--- src/rtl/icache_pkg.sv ---
// rtl/icache_pkg.sv - shared types, defaults and helpers for the instruction cache refill engine
// Contents: refill_state_t FSM encoding, default geometry, line_align() helper.
package icache_pkg;

  localparam int WORD_W_DEF     = 32;
  localparam int LINE_WORDS_DEF = 16;
  localparam int OFFSET_W_DEF   = $clog2(LINE_WORDS_DEF * WORD_W_DEF / 8);

  typedef enum logic [1:0] {
    IDLE  = 2'd0,
    REQ   = 2'd1,
    FILL  = 2'd2,
    WRITE = 2'd3
  } refill_state_t;

  // Clears the byte-offset bits of an address; callers narrow the result to
  // their own address width.
  function automatic logic [63:0] line_align(input logic [63:0] addr,
                                             input int unsigned offset_w);
    logic [63:0] mask;
    mask = ~((64'd1 << offset_w) - 64'd1);
    return addr & mask;
  endfunction

endpackage

--- src/rtl/icache_line_buf.sv ---
// rtl/icache_line_buf.sv - LINE_WORDS x WORD_W line assembly buffer with indexed write
// Ports:
//   clk, rst_n  clock, asynchronous active-low reset (clears every word)
//   we, idx     write strobe and word slot
//   wdata       word to store
//   line        flat line, word k at [k*WORD_W +: WORD_W]
module icache_line_buf
  import icache_pkg::*;
#(
  parameter int WORD_W     = WORD_W_DEF,
  parameter int LINE_WORDS = LINE_WORDS_DEF
) (
  input  logic                         clk,
  input  logic                         rst_n,
  input  logic                         we,
  input  logic [$clog2(LINE_WORDS)-1:0] idx,
  input  logic [WORD_W-1:0]            wdata,
  output logic [LINE_WORDS*WORD_W-1:0] line
);

  logic [WORD_W-1:0] words [LINE_WORDS];

  always_ff @(posedge clk or negedge rst_n) begin
    if (!rst_n) begin
      for (int i = 0; i < LINE_WORDS; i++) begin
        words[i] <= '0;
      end
    end else if (we) begin
      words[idx] <= wdata;
    end
  end

  for (genvar g = 0; g < LINE_WORDS; g++) begin : g_flat
    assign line[g*WORD_W +: WORD_W] = words[g];
  end

endmodule

--- src/rtl/instr_cache_refill.sv ---
// rtl/instr_cache_refill.sv - instruction cache miss refill engine (one line read, one line write)
// Ports:
//   clk_i, reset_i                 clock, asynchronous active-low reset
//   miss_i, repl_permit_i, pc_f_i  miss request from the cache controller
//   busy_o                         engine not idle (fetch stall)
//   mem_req_*                      line-aligned read request, held until ready
//   mem_rsp_*                      response beats, no backpressure
//   line_we_o, line_addr_o,
//   line_data_o                    single-cycle line write to the cache array
//   protocol_err_o                 sticky beat/last protocol violation flag
module instr_cache_refill
  import icache_pkg::*;
#(
  parameter int ADDR_W     = 32,
  parameter int WORD_W     = WORD_W_DEF,
  parameter int LINE_WORDS = LINE_WORDS_DEF
) (
  input  logic                         clk_i,
  input  logic                         reset_i,
  input  logic                         miss_i,
  input  logic                         repl_permit_i,
  input  logic [ADDR_W-1:0]            pc_f_i,
  output logic                         busy_o,
  output logic                         mem_req_valid_o,
  input  logic                         mem_req_ready_i,
  output logic [ADDR_W-1:0]            mem_req_addr_o,
  input  logic                         mem_rsp_valid_i,
  input  logic [WORD_W-1:0]            mem_rsp_data_i,
  input  logic                         mem_rsp_last_i,
  output logic                         line_we_o,
  output logic [ADDR_W-1:0]            line_addr_o,
  output logic [LINE_WORDS*WORD_W-1:0] line_data_o,
  output logic                         protocol_err_o
);

  localparam int OFFSET_W = $clog2(LINE_WORDS * WORD_W / 8);
  localparam int CNT_W    = $clog2(LINE_WORDS);
  localparam logic [CNT_W-1:0] LAST_IDX = CNT_W'(LINE_WORDS - 1);

  refill_state_t     state, state_next;
  logic [CNT_W-1:0]  cnt;
  logic [ADDR_W-1:0] addr_q;
  logic              err_q;
  logic              start;
  logic              beat;
  logic              last_beat;

  assign start     = miss_i && repl_permit_i;
  assign beat      = (state == FILL) && mem_rsp_valid_i;
  // Line length comes from the counter only; mem_rsp_last_i is checked, never obeyed.
  assign last_beat = beat && (cnt == LAST_IDX);

  always_comb begin
    state_next = state;
    case (state)
      IDLE:    if (start) state_next = REQ;
      REQ:     if (mem_req_ready_i) state_next = FILL;
      FILL:    if (last_beat) state_next = WRITE;
      WRITE:   state_next = IDLE;
      default: state_next = IDLE;
    endcase
  end

  always_ff @(posedge clk_i or negedge reset_i) begin
    if (!reset_i) begin
      state  <= IDLE;
      cnt    <= '0;
      addr_q <= '0;
      err_q  <= 1'b0;
    end else begin
      state <= state_next;

      if (state == IDLE && start) begin
        addr_q <= ADDR_W'(line_align(64'(pc_f_i), OFFSET_W));
      end

      // The final beat leaves the counter parked at LAST_IDX; only the
      // REQ->FILL reload brings it back to 0.
      if (state == REQ && mem_req_ready_i) begin
        cnt <= '0;
      end else if (beat && cnt != LAST_IDX) begin
        cnt <= cnt + 1'b1;
      end

      // Beats outside FILL are dropped but flagged.
      if (mem_rsp_valid_i &&
          (state != FILL || mem_rsp_last_i != (cnt == LAST_IDX))) begin
        err_q <= 1'b1;
      end
    end
  end

  icache_line_buf #(
    .WORD_W     (WORD_W),
    .LINE_WORDS (LINE_WORDS)
  ) u_line_buf (
    .clk   (clk_i),
    .rst_n (reset_i),
    .we    (beat),
    .idx   (cnt),
    .wdata (mem_rsp_data_i),
    .line  (line_data_o)
  );

  assign busy_o          = (state != IDLE);
  assign mem_req_valid_o = (state == REQ);
  assign mem_req_addr_o  = addr_q;
  assign line_we_o       = (state == WRITE);
  assign line_addr_o     = addr_q;
  assign protocol_err_o  = err_q;

endmodule

--- config.mk ---
export PLATFORM = sky130hd
export DESIGN_NAME = instr_cache_refill
export DESIGN_NICKNAME = d
export VERILOG_FILES = /design/src/rtl/icache_pkg.sv /design/src/rtl/icache_line_buf.sv /design/src/rtl/instr_cache_refill.sv
export SDC_FILE = /design/constraint.sdc
export NUM_CORES = 1
export LEC_CHECK = 0
export CAP_MARGIN = 20
export CORE_AREA = 2 2 256 258
export DETAILED_ROUTE_END_ITERATION = 16
export DIE_AREA = 0 0 258 260
export HOLD_SLACK_MARGIN = 0.03
export PLACE_DENSITY = 0.67
export SLEW_MARGIN = 20
export SYNTH_ARGS = -nofsm -noshare
export SYNTH_HDL_FRONTEND = slang
export SYNTH_SLANG_ARGS = --single-unit
--- constraint.sdc ---
create_clock -name clk_i -period 2.1 [get_ports clk_i]
set_input_delay 0.42 -clock clk_i [delete_from_list [all_inputs] [get_ports clk_i]]
set_output_delay 0.42 -clock clk_i [all_outputs]
set_load 0.005 [all_outputs]
=== Yosys cells after proc, flatten, opt, wreduce, memory -nomap -nowiden ===
Index checks and enable logic that the tools add are counted.

* Bitwise operators: 1
* Equal/unequal tests: 10
* Add/subtract/negate cells: 1
* Multiply operators: 0
* Muxes and demuxes: 9
* Shifts and indexed selects: 0
* Reduce and logical (&&, ||, !) cells: 13
* Divide/modulo/power cells: 0
* Magnitude comparators: 2

{| class="wikitable"
|+ Operators by type and width
! cell !! count
|-
| 512-bit bitwise mux || 1
|-
| 32-bit demux with 4-bit select || 1
|-
| 32-bit 2-to-1 mux || 1
|-
| 1-bit logical AND || 8
|-
| 4-bit 2-to-1 mux || 2
|-
| 2-bit one-hot mux with 4 select lines || 1
|-
| 2-bit 2-to-1 mux || 3
|-
| 2-bit != test (second input constant) || 3
|-
| 5-bit greater-or-equal comparator (second input constant) || 1
|-
| 5-bit by 1-bit less-than comparator with 1-bit output (second input constant) || 1
|-
| 4-bit NOT with 5-bit output || 1
|-
| 4-bit by 1-bit adder with 4-bit output (second input constant) || 1
|-
| 2-bit == test (second input constant) || 2
|-
| 4-bit == test (second input constant) || 1
|-
| 4-bit != test (second input constant) || 1
|-
| 2-bit nonzero test || 2
|-
| 3-bit AND reduction || 1
|-
| 2-bit by 1-bit == test with 1-bit output (second input constant) || 1
|-
| 2-bit logical NOT || 1
|-
| 2-bit by 1-bit != test with 1-bit output (second input constant) || 1
|-
| 1-bit logical OR || 1
|-
| 1-bit != test || 1
|}

* Memory bits (read-only): 0
* Bits in latches: 0
* Memories: 0
* RAM bits: 0
* Input bits: 71
* Logic and storage cells: 56
* Flip-flop bits (word level): 545

=== Logic depth before layout (Yosys ltp) ===
* Depth after elaboration: 6
* Gate-level depth with buffers: 8
* Gate-level depth less buffers: 5

=== Modules after synthesis ===
From an unflattened synthesis, not the netlist that was laid out.

* Cell total of the unflattened synthesis: 1272
* Area, all modules: 20900.0 µm²

{| class="wikitable"
|+ Modules (own cells, without submodules)
! module !! cells an instance !! area an instance (µm²) !! times used
|-
| icache_line_buf || 1133 || 19100.8 || 1
|-
| instr_cache_refill || 139 || 1799.2 || 1
|}

=== Worst setup path before layout ===
Ideal clock, no wire load.

* Path type: reg2reg
* Start: reg state[0]
* End: reg u_line_buf.words (netlist bit u_line_buf.line[103])
* Path slack: 0.199 ns
* Arrival: 1.773 ns
* Cell stages (with the launch flop): 9
* Data required time: 1.972 ns
* Cell sequence: dfrtp_1 -> inv_1 -> ha_1 -> buf_4 -> nand3_2 -> or3_1 -> buf_2 -> buf_6 -> mux2_1

* Word-level cells in the longest chain between the ends: 2

{| class="wikitable"
|+ RTL lines
! item !! line !! source
|-
| start, declared || instr_cache_refill.sv:40 || <nowiki>refill_state_t state, state_next;</nowiki>
|-
| start signal, assigned || instr_cache_refill.sv:71 || <nowiki>state <= state_next;</nowiki>
|-
| 2-bit == test || instr_cache_refill.sv:49 || <nowiki>assign beat = (state == FILL) && mem_rsp_valid_i;</nowiki>
|-
| 1-bit logical AND || instr_cache_refill.sv:49 ||
|-
| end signal, assigned by index || icache_line_buf.sv:29 || <nowiki>words[idx] <= wdata;</nowiki>
|-
| end, declared || icache_line_buf.sv:21 || <nowiki>logic [WORD_W-1:0] words [LINE_WORDS];</nowiki>
|}

Every way passes these cells.
A chain may end at the register's enable or synchronous reset.

=== Worst setup path in the final report ===
* Start: reg state[0]
* End: out line_we_o

* Word-level cells in the longest chain between the ends: 1

{| class="wikitable"
|+ RTL lines
! item !! line !! source
|-
| 2-bit == test || instr_cache_refill.sv:108 || <nowiki>assign line_we_o = (state == WRITE);</nowiki>
|-
| end, declared || instr_cache_refill.sv:30 || <nowiki>output logic line_we_o,</nowiki>
|}

Every way passes these cells.

==> impl_metrics.json <==
{
  "layout_worst_path_cycle_share": 0.9548,
  "clk_latency_ns": 0.60,
  "setup_violations": 0,
  "r2r_slack_ns": 0.16,
  "place_area_um2": 28800,
  "wl_met3_um": 4081,
  "drv_cap": 0,
  "fin_skew_ns": 0.01539,
  "hold_viol_final": 0,
  "hpwl_um": 46220,
  "path_buf_inv": 2,
  "synth_cell_types": 33,
  "cts_max_path_buffers": 3,
  "place_ws_ns": -0.2432,
  "required_ns": 1.68,
  "critPathCaptureType": "output port",
  "num_rows": 93,
  "slowest_delay_ns": 0.38,
  "power.total_mw": 31.71,
  "io_buffers": 632,
  "dieArea_um2": 67080,
  "layout.nets": 2036,
  "final_area_um2": 30930,
  "grt_max_degree": 96,
  "root_buffer": "clkbuf_16",
  "clk_pin_slew_ns": 0.06,
  "slew_viol_final": 0,
  "period_needed_ns": 2.005,
  "numCtsBuffers": 59,
  "die_w_um": 258,
  "antenna_found_initial": 2,
  "avgViaCountPerCell": 4.655,
  "fin_hold_ws_ns": 0.3203,
  "yosys_warnings": 0,
  "postRouteAntennaNets": 0,
  "startpoint_type": "flop",
  "wl_per_cell_um": 22.70,
  "seqCellArea_um2": 13640,
  "power.density_nw_per_um2": 1025,
  "setup_ws_ns": 0.09495,
  "io_pins": 651,
  "wl_met1_um": 25690,
  "rsz0062_at_grt": "no",
  "first_pass_iters": 4,
  "grt_pass1_vias": 14260,
  "final_cells": 2861,
  "layout-drive-gt1-share": 0.3610,
  "layout_common_cells": "628 x clkdlybuf4s50_1, 545 x dfrtp_1, 472 x mux2_2",
  "slew_headroom": 0.5232,
  "cts_sinks": 545,
  "placedCellCount": 2743,
  "grt_usage": 0.1864,
  "crit_arrival_ns": 1.59,
  "wl_um": 64940,
  "worstMarginPinSlew_ns": 0.7129,
  "ys_seq_elements": 545,
  "start_util": 0.3273,
  "overflow": 0,
  "fp.dieH_um": 260,
  "drtIter0Drc": 582,
  "routabilityCongestion": 0.7803,
  "slowest_stage": "dfrtp_1",
  "highest_layer": "met4",
  "leakage_nw": 14.32,
  "core_area_um2": 64120,
  "cp_max_fo": 3,
  "fillers": 5489,
  "vias": 13320,
  "drc": 0,
  "route.met2.wl_um": 32800,
  "crit_chain": "buf_4 > ha_1 > dlygate4sd2_1",
  "setup-tns-final_ns": 0,
  "cts_max_level": 2,
  "fin_util": 0.4824,
  "hold_class": "in2async",
  "syn_avg_cell_area_um2": 16.41,
  "vdd_drop_max_v": 0.0006380,
  "timing.fmax_mhz": 498.7,
  "area_growth_pct": 47.41,
  "final_common_cell": "clkdlybuf4s50_1",
  "cp_top_family": "buffers and inverters",
  "ys_seq_area_frac": 0.6500,
  "grt_pass1_wl_um": 94310,
  "syn-cell-area_um2": 20980,
  "synthCells": 1279,
  "status": "finished, final reports clean",
  "multiInputGateArea_um2": 6748,
  "cts_tree": "built",
  "path_class": "reg2out"
}
[final cells by class]
class / instances / share of cell area
Timing Repair Buffer: 732 / 0.2422
Antenna cell: 6 / 0.0004854
Clock inverter: 27 / 0.009223
Tap cell: 855 / 0.03459
Sequential cell: 545 / 0.4409
Clock buffer: 78 / 0.05360
Inverter: 7 / 0.0008495
Multi-Input combinational cell: 611 / 0.2182
[cell usage after synthesis, drive strengths merged]
library cell,n,area [um2]
xnor2,1,8.760
inv,7,26.28
conb,1,3.750
nand2b,4,25.02
ha,9,112.6
nor3,1,5.000
dfrtp,545,13640
nand3,5,35.03
a22o,1,8.760
o32a,1,10.01
a21oi,3,15.01
nand3b,1,7.510
nand2,5,18.77
or3,3,18.77
nor2,15,58.81
mux2,539,6171
buf,92,613.1
o31ai,1,7.510
a31oi,2,12.51
and2,1,6.260
a222oi,1,10.01
or4,1,7.510
clkbuf,35,131.4
o21ai,2,10.01
nand4,1,6.260
and3,1,6.260
or3b,1,8.760
[logic make-up (layout without fill, tap and decap cells)]
group / after synthesis / count (layout) / share of synthesized area
compound gates: 11 / 11 / 0.003518
xor+xnor: 1 / 1 / 0.0004175
fa+ha+maj: 9 / 9 / 0.005367
buf+inv: 134 / 844 / 0.03673
flops: 545 / 545 / 0.6500
mux: 539 / 539 / 0.2941
other cells: 1 / 18 / 0.0001787
simple gates: 39 / 39 / 0.009720
[final timing paths]
| check | start | endpoint | depth (start not counted) |
|---|---|---|---|
| worst max register to register | state[1] | u_line_buf.line[479] | 8 |
| worst min register to register | u_line_buf.line[35] | u_line_buf.line[35] | 1 |
| worst max-delay path | state[0] | line_we_o | 3 |
| worst min-delay path | reset_i | u_line_buf.line[194] | 2 |
| min in group clk_i | pc_f_i[13] | line_addr_o[13] | 2 |
| max in group asynchronous | reset_i | u_line_buf.line[429] | 3 |
[worst register-to-register path, delay by kind of cell (launching register included)]
family	cells	cell delay [ns]
fa+ha+maj	1	0.20
flops	1	0.44
buf+inv	4	0.64
mux	1	0.36
simple gates	2	0.19
[timing repair]
item | in CTS | in global routing
gates cloned | 0 | 3
pin swaps | 0 | 3
setup endpoints to repair | 47 | 156
buffers inserted | 0 | 3
resized for setup | 9 | 9
hold endpoints to repair | 24 | 0
hold buffers | 1 | 0
[sequential cells by signal, summed over array words and instances (netlist names)]
register,count
cnt,4
line_addr_o,26
protocol_err_o,1
state,2
u_line_buf.line,512
[routing by layer]
metal	track usage	vias to the layer above
li1	-	5775
met1	0.2252	6963
met2	0.3203	463
met3	0.04288	116
met4	0.07852	0
met5	0	-
[power by group]
part           internal [mW]  leakage (nW)  switching [mW]
Sequential              12.3          7.39            1.08
Clock                   6.14         0.959            4.19
Combinational           5.20          5.97            2.80
Note: power is estimated with default switching activity, not from simulation.
